===== src/rtl/revo_phase_lock_controller.sv =====
// revo_phase_lock_controller: confirms a periodic revo pattern, commits the BUFGMUX phase,
// and flywheels synthetic revo markers through short dropouts of the remote revo.
module revo_phase_lock_controller #(
    parameter int unsigned REVO_PERIOD   = 1280,
    parameter int unsigned WINDOW        = 1,
    parameter int unsigned CONFIRM_COUNT = 3,
    parameter int unsigned MAX_MISSES    = 4
) (
    input  logic       clock,
    input  logic       reset_n,
    input  logic [3:0] pulse_word,
    input  logic       relock,
    output logic [1:0] select2,
    output logic [3:0] select4,
    output logic       phase_locked,
    output logic       holdover,
    output logic       revo_out,
    output logic [7:0] error_count
);
    typedef enum logic [1:0] {S_ACQUIRE, S_VERIFY, S_LOCKED, S_HOLDOVER} state_t;

    localparam logic [16:0] LO      = 17'(REVO_PERIOD - WINDOW);
    localparam logic [16:0] HI      = 17'(REVO_PERIOD + WINDOW);
    localparam logic [16:0] MISS_AT = 17'(REVO_PERIOD + WINDOW + 1);
    localparam logic [15:0] PER     = 16'(REVO_PERIOD);
    localparam logic [15:0] HOLD_LD = 16'(WINDOW + 2);
    localparam logic [3:0]  CONF    = 4'(CONFIRM_COUNT);
    localparam logic [3:0]  MAXM    = 4'(MAX_MISSES);

    state_t      state_q, state_d;
    logic [15:0] cnt_q, cnt_d;
    logic [3:0]  cand_q, cand_d, conf_q, conf_d, miss_q, miss_d, sel4_q, sel4_d;
    logic [1:0]  sel2_q, sel2_d;
    logic        revo_q, revo_d, pl_q, hold_q, err_inc;
    logic [7:0]  err_q, err_d;
    logic [16:0] cnt17;
    logic        pulse, valid, match, on_time, miss_now;
    logic [1:0]  word_sel2;

    assign cnt17     = {1'b0, cnt_q};
    assign pulse     = |pulse_word;
    assign valid     = pulse_word inside {4'b1111, 4'b1110, 4'b1100, 4'b1000};
    assign match     = valid && (pulse_word == cand_q);
    assign on_time   = (cnt17 >= LO) && (cnt17 <= HI);
    // A saturated counter also counts as a miss so very long periods cannot stall in LOCKED.
    assign miss_now  = (cnt17 == MISS_AT) || (&cnt_q);
    assign word_sel2 = (pulse_word == 4'b1111) ? 2'b11 :
                       (pulse_word == 4'b1100) ? 2'b01 :
                       (pulse_word == 4'b1000) ? 2'b10 : 2'b00;
    assign err_d     = (err_inc && err_q != 8'hFF) ? err_q + 8'd1 : err_q;

    always_comb begin
        state_d = state_q;
        cnt_d   = (&cnt_q) ? cnt_q : cnt_q + 16'd1;
        cand_d  = cand_q;
        conf_d  = conf_q;
        miss_d  = miss_q;
        sel2_d  = sel2_q;
        sel4_d  = sel4_q;
        revo_d  = 1'b0;
        err_inc = 1'b0;
        if (relock) begin
            state_d = S_ACQUIRE;
            conf_d  = '0;
            miss_d  = '0;
        end else begin
            case (state_q)
                S_ACQUIRE: if (valid) begin
                    cand_d  = pulse_word;
                    cnt_d   = 16'd1;
                    conf_d  = 4'd1;
                    state_d = (CONF == 4'd1) ? S_LOCKED : S_VERIFY;
                    sel2_d  = (CONF == 4'd1) ? word_sel2 : sel2_q;
                    sel4_d  = (CONF == 4'd1) ? pulse_word : sel4_q;
                end
                S_VERIFY: if (pulse) begin
                    if (on_time && match) begin
                        cnt_d  = 16'd1;
                        conf_d = conf_q + 4'd1;
                        if (conf_q + 4'd1 == CONF) begin
                            state_d = S_LOCKED;
                            sel2_d  = word_sel2;
                            sel4_d  = pulse_word;
                        end
                    end else begin
                        state_d = S_ACQUIRE;
                    end
                end else if (cnt17 > HI) begin
                    state_d = S_ACQUIRE;
                end
                S_LOCKED: if (miss_now) begin
                    // Reload as if the revo had arrived on its nominal slot two cycles ago.
                    state_d = S_HOLDOVER;
                    miss_d  = 4'd1;
                    revo_d  = 1'b1;
                    cnt_d   = HOLD_LD;
                    err_inc = pulse;
                end else if (pulse && on_time) begin
                    cnt_d   = 16'd1;
                    revo_d  = 1'b1;
                    err_inc = !match;
                end else begin
                    err_inc = pulse;
                end
                S_HOLDOVER: if (pulse && on_time && match) begin
                    state_d = S_LOCKED;
                    miss_d  = '0;
                    cnt_d   = 16'd1;
                    revo_d  = 1'b1;
                end else begin
                    err_inc = pulse;
                    if (miss_q >= MAXM && miss_now) begin
                        state_d = S_ACQUIRE;
                        miss_d  = '0;
                    end else if (cnt_q == PER) begin
                        // Last permitted miss keeps counting so the final window can still close.
                        revo_d = 1'b1;
                        miss_d = (miss_q < MAXM) ? miss_q + 4'd1 : miss_q;
                        cnt_d  = (miss_q < MAXM) ? 16'd1 : cnt_d;
                    end
                end
                default: state_d = S_ACQUIRE;
            endcase
        end
    end

    always_ff @(posedge clock or negedge reset_n) begin
        if (!reset_n) begin
            state_q <= S_ACQUIRE;
            cnt_q   <= '0;
            cand_q  <= '0;
            conf_q  <= '0;
            miss_q  <= '0;
            sel2_q  <= '0;
            sel4_q  <= '0;
            revo_q  <= 1'b0;
            pl_q    <= 1'b0;
            hold_q  <= 1'b0;
            err_q   <= '0;
        end else begin
            state_q <= state_d;
            cnt_q   <= cnt_d;
            cand_q  <= cand_d;
            conf_q  <= conf_d;
            miss_q  <= miss_d;
            sel2_q  <= sel2_d;
            sel4_q  <= sel4_d;
            revo_q  <= revo_d;
            pl_q    <= (state_d == S_LOCKED) || (state_d == S_HOLDOVER);
            hold_q  <= (state_d == S_HOLDOVER);
            err_q   <= err_d;
        end
    end

    assign select2      = sel2_q;
    assign select4      = sel4_q;
    assign phase_locked = pl_q;
    assign holdover     = hold_q;
    assign revo_out     = revo_q;
    assign error_count  = err_q;
endmodule


===== config.mk =====
export PLATFORM = sky130hd
export DESIGN_NAME = revo_phase_lock_controller
export DESIGN_NICKNAME = d
export VERILOG_FILES = /design/src/rtl/revo_phase_lock_controller.sv
export SDC_FILE = /design/constraint.sdc
export NUM_CORES = 1
export LEC_CHECK = 0
export ABC_AREA = 1
export CAP_MARGIN = 20
export CORE_ASPECT_RATIO = 0.5
export CORE_MARGIN = 2
export CORE_UTILIZATION = 58
export DETAILED_ROUTE_END_ITERATION = 12
export PLACE_DENSITY_LB_ADDON = 0.05
export SLEW_MARGIN = 25
export SYNTH_ARGS = -nofsm -noshare
export SYNTH_HDL_FRONTEND = slang
export SYNTH_SLANG_ARGS = --single-unit

===== constraint.sdc =====
create_clock -name clock -period 2.37 [get_ports clock]
set_input_delay 0.474 -clock clock [delete_from_list [all_inputs] [get_ports clock]]
set_output_delay 0.474 -clock clock [all_outputs]
set_load 0.02 [all_outputs]

==> reports/qor.tcl, run 1 <==
set qor(syn_inst) 408
set qor(worstMarginPinSlew_ns) 0.5289
set qor(row_count) 18
set qor(yosys_most_used_dff) {sky130_fd_sc_hd__dfrtp_1}
set qor(ys_ff_latch) 47
set qor(drc_errors) 0
set qor(p_total_uw) 1935
set qor(synth_seq_area_share) 0.3894
set qor(synthesis.area_per_instance_um2) 7.403
set qor(met2RoutedLength_mm) 3.172
set qor(final-hold-violation-count) 0
set qor(fmax_ghz) 0.4584
set qor(worstPathBufferInverterCount) 3
set qor(drv_slew) 0
set qor(place.port_buffers) 23
set qor(master_of_the_slowest_instance_on_the_critical_path) {sky130_fd_sc_hd__dfrtp_1}
set qor(detailedPlace.worstSlack_ns) -0.06712
set qor(final_net_count) 466
set qor(cts.sinks) 47
set qor(outcome) {complete, no violations}
set qor(cellLeakagePower_uw) 0.001839
set qor(synthesized_area_um2) 3020
set qor(vdd_drop_max_mv) 0.2938
set qor(max_cap_violations) 0
set qor(routed-via-count) 2750
set qor(antenna_cells_inserted) 0
set qor(worst_slew_margin_rel) 0.6474
set qor(post_route_cells_drive_above_1_share) 0.1173
set qor(cts_tree) {yes}
set qor(worstPathRequired_ns) 2.61
set qor(cp_max_fo) 6
set qor(worst_setup_hold_path_clk_slew_ns) 0.09
set qor(vias_per_cell) 5.268
set qor(initial_cell_density_of_the_core) 0.6068
set qor(ys_types) 36
set qor(insertion_delay_ns) 0.31
set qor(setup-violations-final) 0
set qor(synth-warning-count) 0
set qor(cts_hold_buf) 0
set qor(clk_tree_root_cell) {sky130_fd_sc_hd__clkbuf_8}
set qor(globalRouteOverflowTotal) 0
set qor(firstDrtPassIters) 5
set qor(die_height_um) 55.03
set qor(floorplan.die_area_um2) 5836
set qor(design.portCount) 24
set qor(synth_area_leader_cell) {sky130_fd_sc_hd__dfrtp_1}
set qor(final_antenna_net_count) 0
set qor(area_delta_synth_final_pct) 18.14
set qor(dr_wl_met3_um) 393
set qor(grt_start_max_net_pins) 27
set qor(wl_met1_mm) 3.139
set qor(ratio_of_total_power_to_cell_area_nw_per_um2) 542.4
set qor(design.core.area_um2) 4977
set qor(critical_path_class) {flop to flop}
set qor(rsz0062_at_grt) {no}
set qor(grt_antenna_before_repair) 0
set qor(top_signal_layer_used) {met4}
set qor(period_share) 0.9205
set qor(share_of_flip_flops_with_an_asynchronous_set_or_reset_after_synthesis) 1.000
set qor(cts_buffers) 5
set qor(critical-path-max-stage-delay_ns) 0.46
set qor(synth_fp_nets) 423
set qor(timing.critical_path.from_type) {flop}
set qor(wire_length_of_the_first_global_routing_pass_mm) 10.94
set qor(clock_skew_ns) 0.006966
set qor(setup_slack_ns) 0.1883
set qor(timing.critical_path.arrival_ns) 2.42
set qor(post-route-min-period_ns) 2.182
set qor(detailed_place_hpwl_mm) 5.241
set qor(clk_path_buf_depth) 2
set qor(post_drt_wl_per_cell_um) 12.98
set qor(synth.top_cell.area_share) 0.3894
set qor(cts_repair_resize_count) 0
set qor(crit_family) {simple AND/OR/NAND/NOR gates}
set qor(timing.critical_path.cells) {ha_1, inv_1, nor2_4, nand2_4, nand2_2, nand2_1, nand2_2, nand4_2, buf_4, nor3_4, buf_4, nor2_1, a21oi_1}
set qor(grt_pass1_vias) 2459
set qor(hold_class) {primary input to asynchronous set/reset pin}
set qor(detailedRoute.firstIterationViolations) 186
set qor(drt_wl_total_mm) 6.775
set qor(die_w_um) 106.1
set qor(clock_tree.htree_level_count) 2
set qor(postCtsSetupRepairBufs) 0
set qor(largest_cells_by_area_after_synthesis) {sky130_fd_sc_hd__dfrtp_1 39%, sky130_fd_sc_hd__nand2_1 14%, sky130_fd_sc_hd__inv_1 7.8%}
set qor(synth-edff-count) 0
set qor(crit_path_end_kind) {flop}
set qor(total_grt_usage) 0.2462
set qor(routabilityCongestion) 0.9376
==> area by class of cell <==
type | instances | area (um^2)
clock buffer | 6 | 82.58
inverter | 64 | 240.2
sequential | 47 | 1176
fill | 396 | 1409
timing repair buffer | 41 | 372.9
tap | 70 | 87.58
multi-input combinational | 292 | 1574
clock inverter | 2 | 35.03
==> cell families (layout without fill, tap and decap cells) <==
kind of cell / after synthesis / count (layout) / synth area share
AOI/OAI and AO/OA: 39 / 39 / 0.07705
xor gates and xnor gates: 22 / 22 / 0.06379
adders and majority gates: 8 / 8 / 0.03314
buffers and inverters: 69 / 113 / 0.08948
DFF: 47 / 47 / 0.3894
and+or+nand+nor: 223 / 223 / 0.3471
==> final timing paths <==
path                       cells past startpoint       start    endpoint  slack (ns)
max reg2reg                                   13    cnt_q[0]  select2[0]        0.19
min reg2reg                                    1  select4[3]  select4[3]        0.49
max                                           13    cnt_q[0]  select2[0]        0.19
max in group asynchronous                      2     reset_n  select2[1]        1.72
min in group clock                             1  select4[3]  select4[3]        0.49
min                                            1     reset_n    cnt_q[6]        0.13
==> routing by layer <==
layer / vias up / GRT usage
li1: 1375 / -
met4: 0 / 0.07018
met3: 10 / 0.05855
met2: 75 / 0.4452
met1: 1290 / 0.3070
met5: - / 0
==> through the flow <==
stage / cells / util / hold slack [ns] / cell area, um^2 / setup TNS, ns
after global placement: 514 / 0.6933 / 0.4607 / 3451 / 0
after detailed placement: 514 / 0.6933 / 0.4607 / 3451 / -0.5431
after global routing: 522 / 0.7169 / 0.1603 / 3568 / 0
after floorplan: 408 / - / 0.1784 / 3020 / 0
final: 522 / 0.7169 / 0.1334 / 3568 / 0
after CTS: 522 / 0.7169 / 0.1504 / 3568 / 0
==> flip-flops by register name (all words and copies together) (netlist names) <==
signal        cells
state_q           2
miss_q            4
select4           4
revo_out          1
error_count       8
cand_q            4
phase_locked      1
cnt_q            16
conf_q            4
holdover          1
select2           2
==> Yosys cell counts, types with 4 or more instances <==
cell type / n
sky130_fd_sc_hd__ha_1: 8
sky130_fd_sc_hd__xnor2_1: 4
sky130_fd_sc_hd__o21ai_0: 16
sky130_fd_sc_hd__nand4_1: 12
sky130_fd_sc_hd__nand2_2: 5
sky130_fd_sc_hd__a21oi_1: 8
sky130_fd_sc_hd__nand2_1: 111
sky130_fd_sc_hd__nand3_1: 26
sky130_fd_sc_hd__nor2_4: 5
sky130_fd_sc_hd__xor2_1: 18
sky130_fd_sc_hd__nor2_1: 40
sky130_fd_sc_hd__nor3_1: 9
sky130_fd_sc_hd__dfrtp_1: 47
sky130_fd_sc_hd__inv_1: 63
==> report_power, final <==
part | internal, uW | total [uW] | switching [uW]
logic | 140 | 392 | 252
clock network | 342 | 618 | 277
registers | 858 | 925 | 66.9
total | 1340 | 1940 | 596
==> cells in the final DEF, fill, tap and decap left out, types with 4 or more instances in the layout <==
master,count
sky130_fd_sc_hd__nand2_2,5
sky130_fd_sc_hd__nand2_1,111
sky130_fd_sc_hd__nand3_1,26
sky130_fd_sc_hd__nor3_1,9
sky130_fd_sc_hd__nor2_4,5
sky130_fd_sc_hd__ha_1,8
sky130_fd_sc_hd__nor2_1,40
sky130_fd_sc_hd__clkdlybuf4s50_1,22
sky130_fd_sc_hd__xnor2_1,4
sky130_fd_sc_hd__a21oi_1,8
sky130_fd_sc_hd__nand4_1,12
sky130_fd_sc_hd__xor2_1,18
sky130_fd_sc_hd__clkbuf_8,6
sky130_fd_sc_hd__buf_4,17
sky130_fd_sc_hd__inv_1,63
sky130_fd_sc_hd__o21ai_0,16
sky130_fd_sc_hd__dfrtp_1,47
Power figures use the tool's default switching activity.
==> run 2, diff against run 1 <==
--- a/config.mk
+++ b/config.mk
@@ -12,6 +12,7 @@
 export CORE_UTILIZATION = 58
 export DETAILED_ROUTE_END_ITERATION = 12
 export PLACE_DENSITY_LB_ADDON = 0.05
+export SKIP_CTS_REPAIR_TIMING = 1
 export SLEW_MARGIN = 25
 export SYNTH_ARGS = -nofsm -noshare
 export SYNTH_HDL_FRONTEND = slang
==> results of run 2 <==
Same layout as run 1: the final DEF is identical, and so are final timing and power.
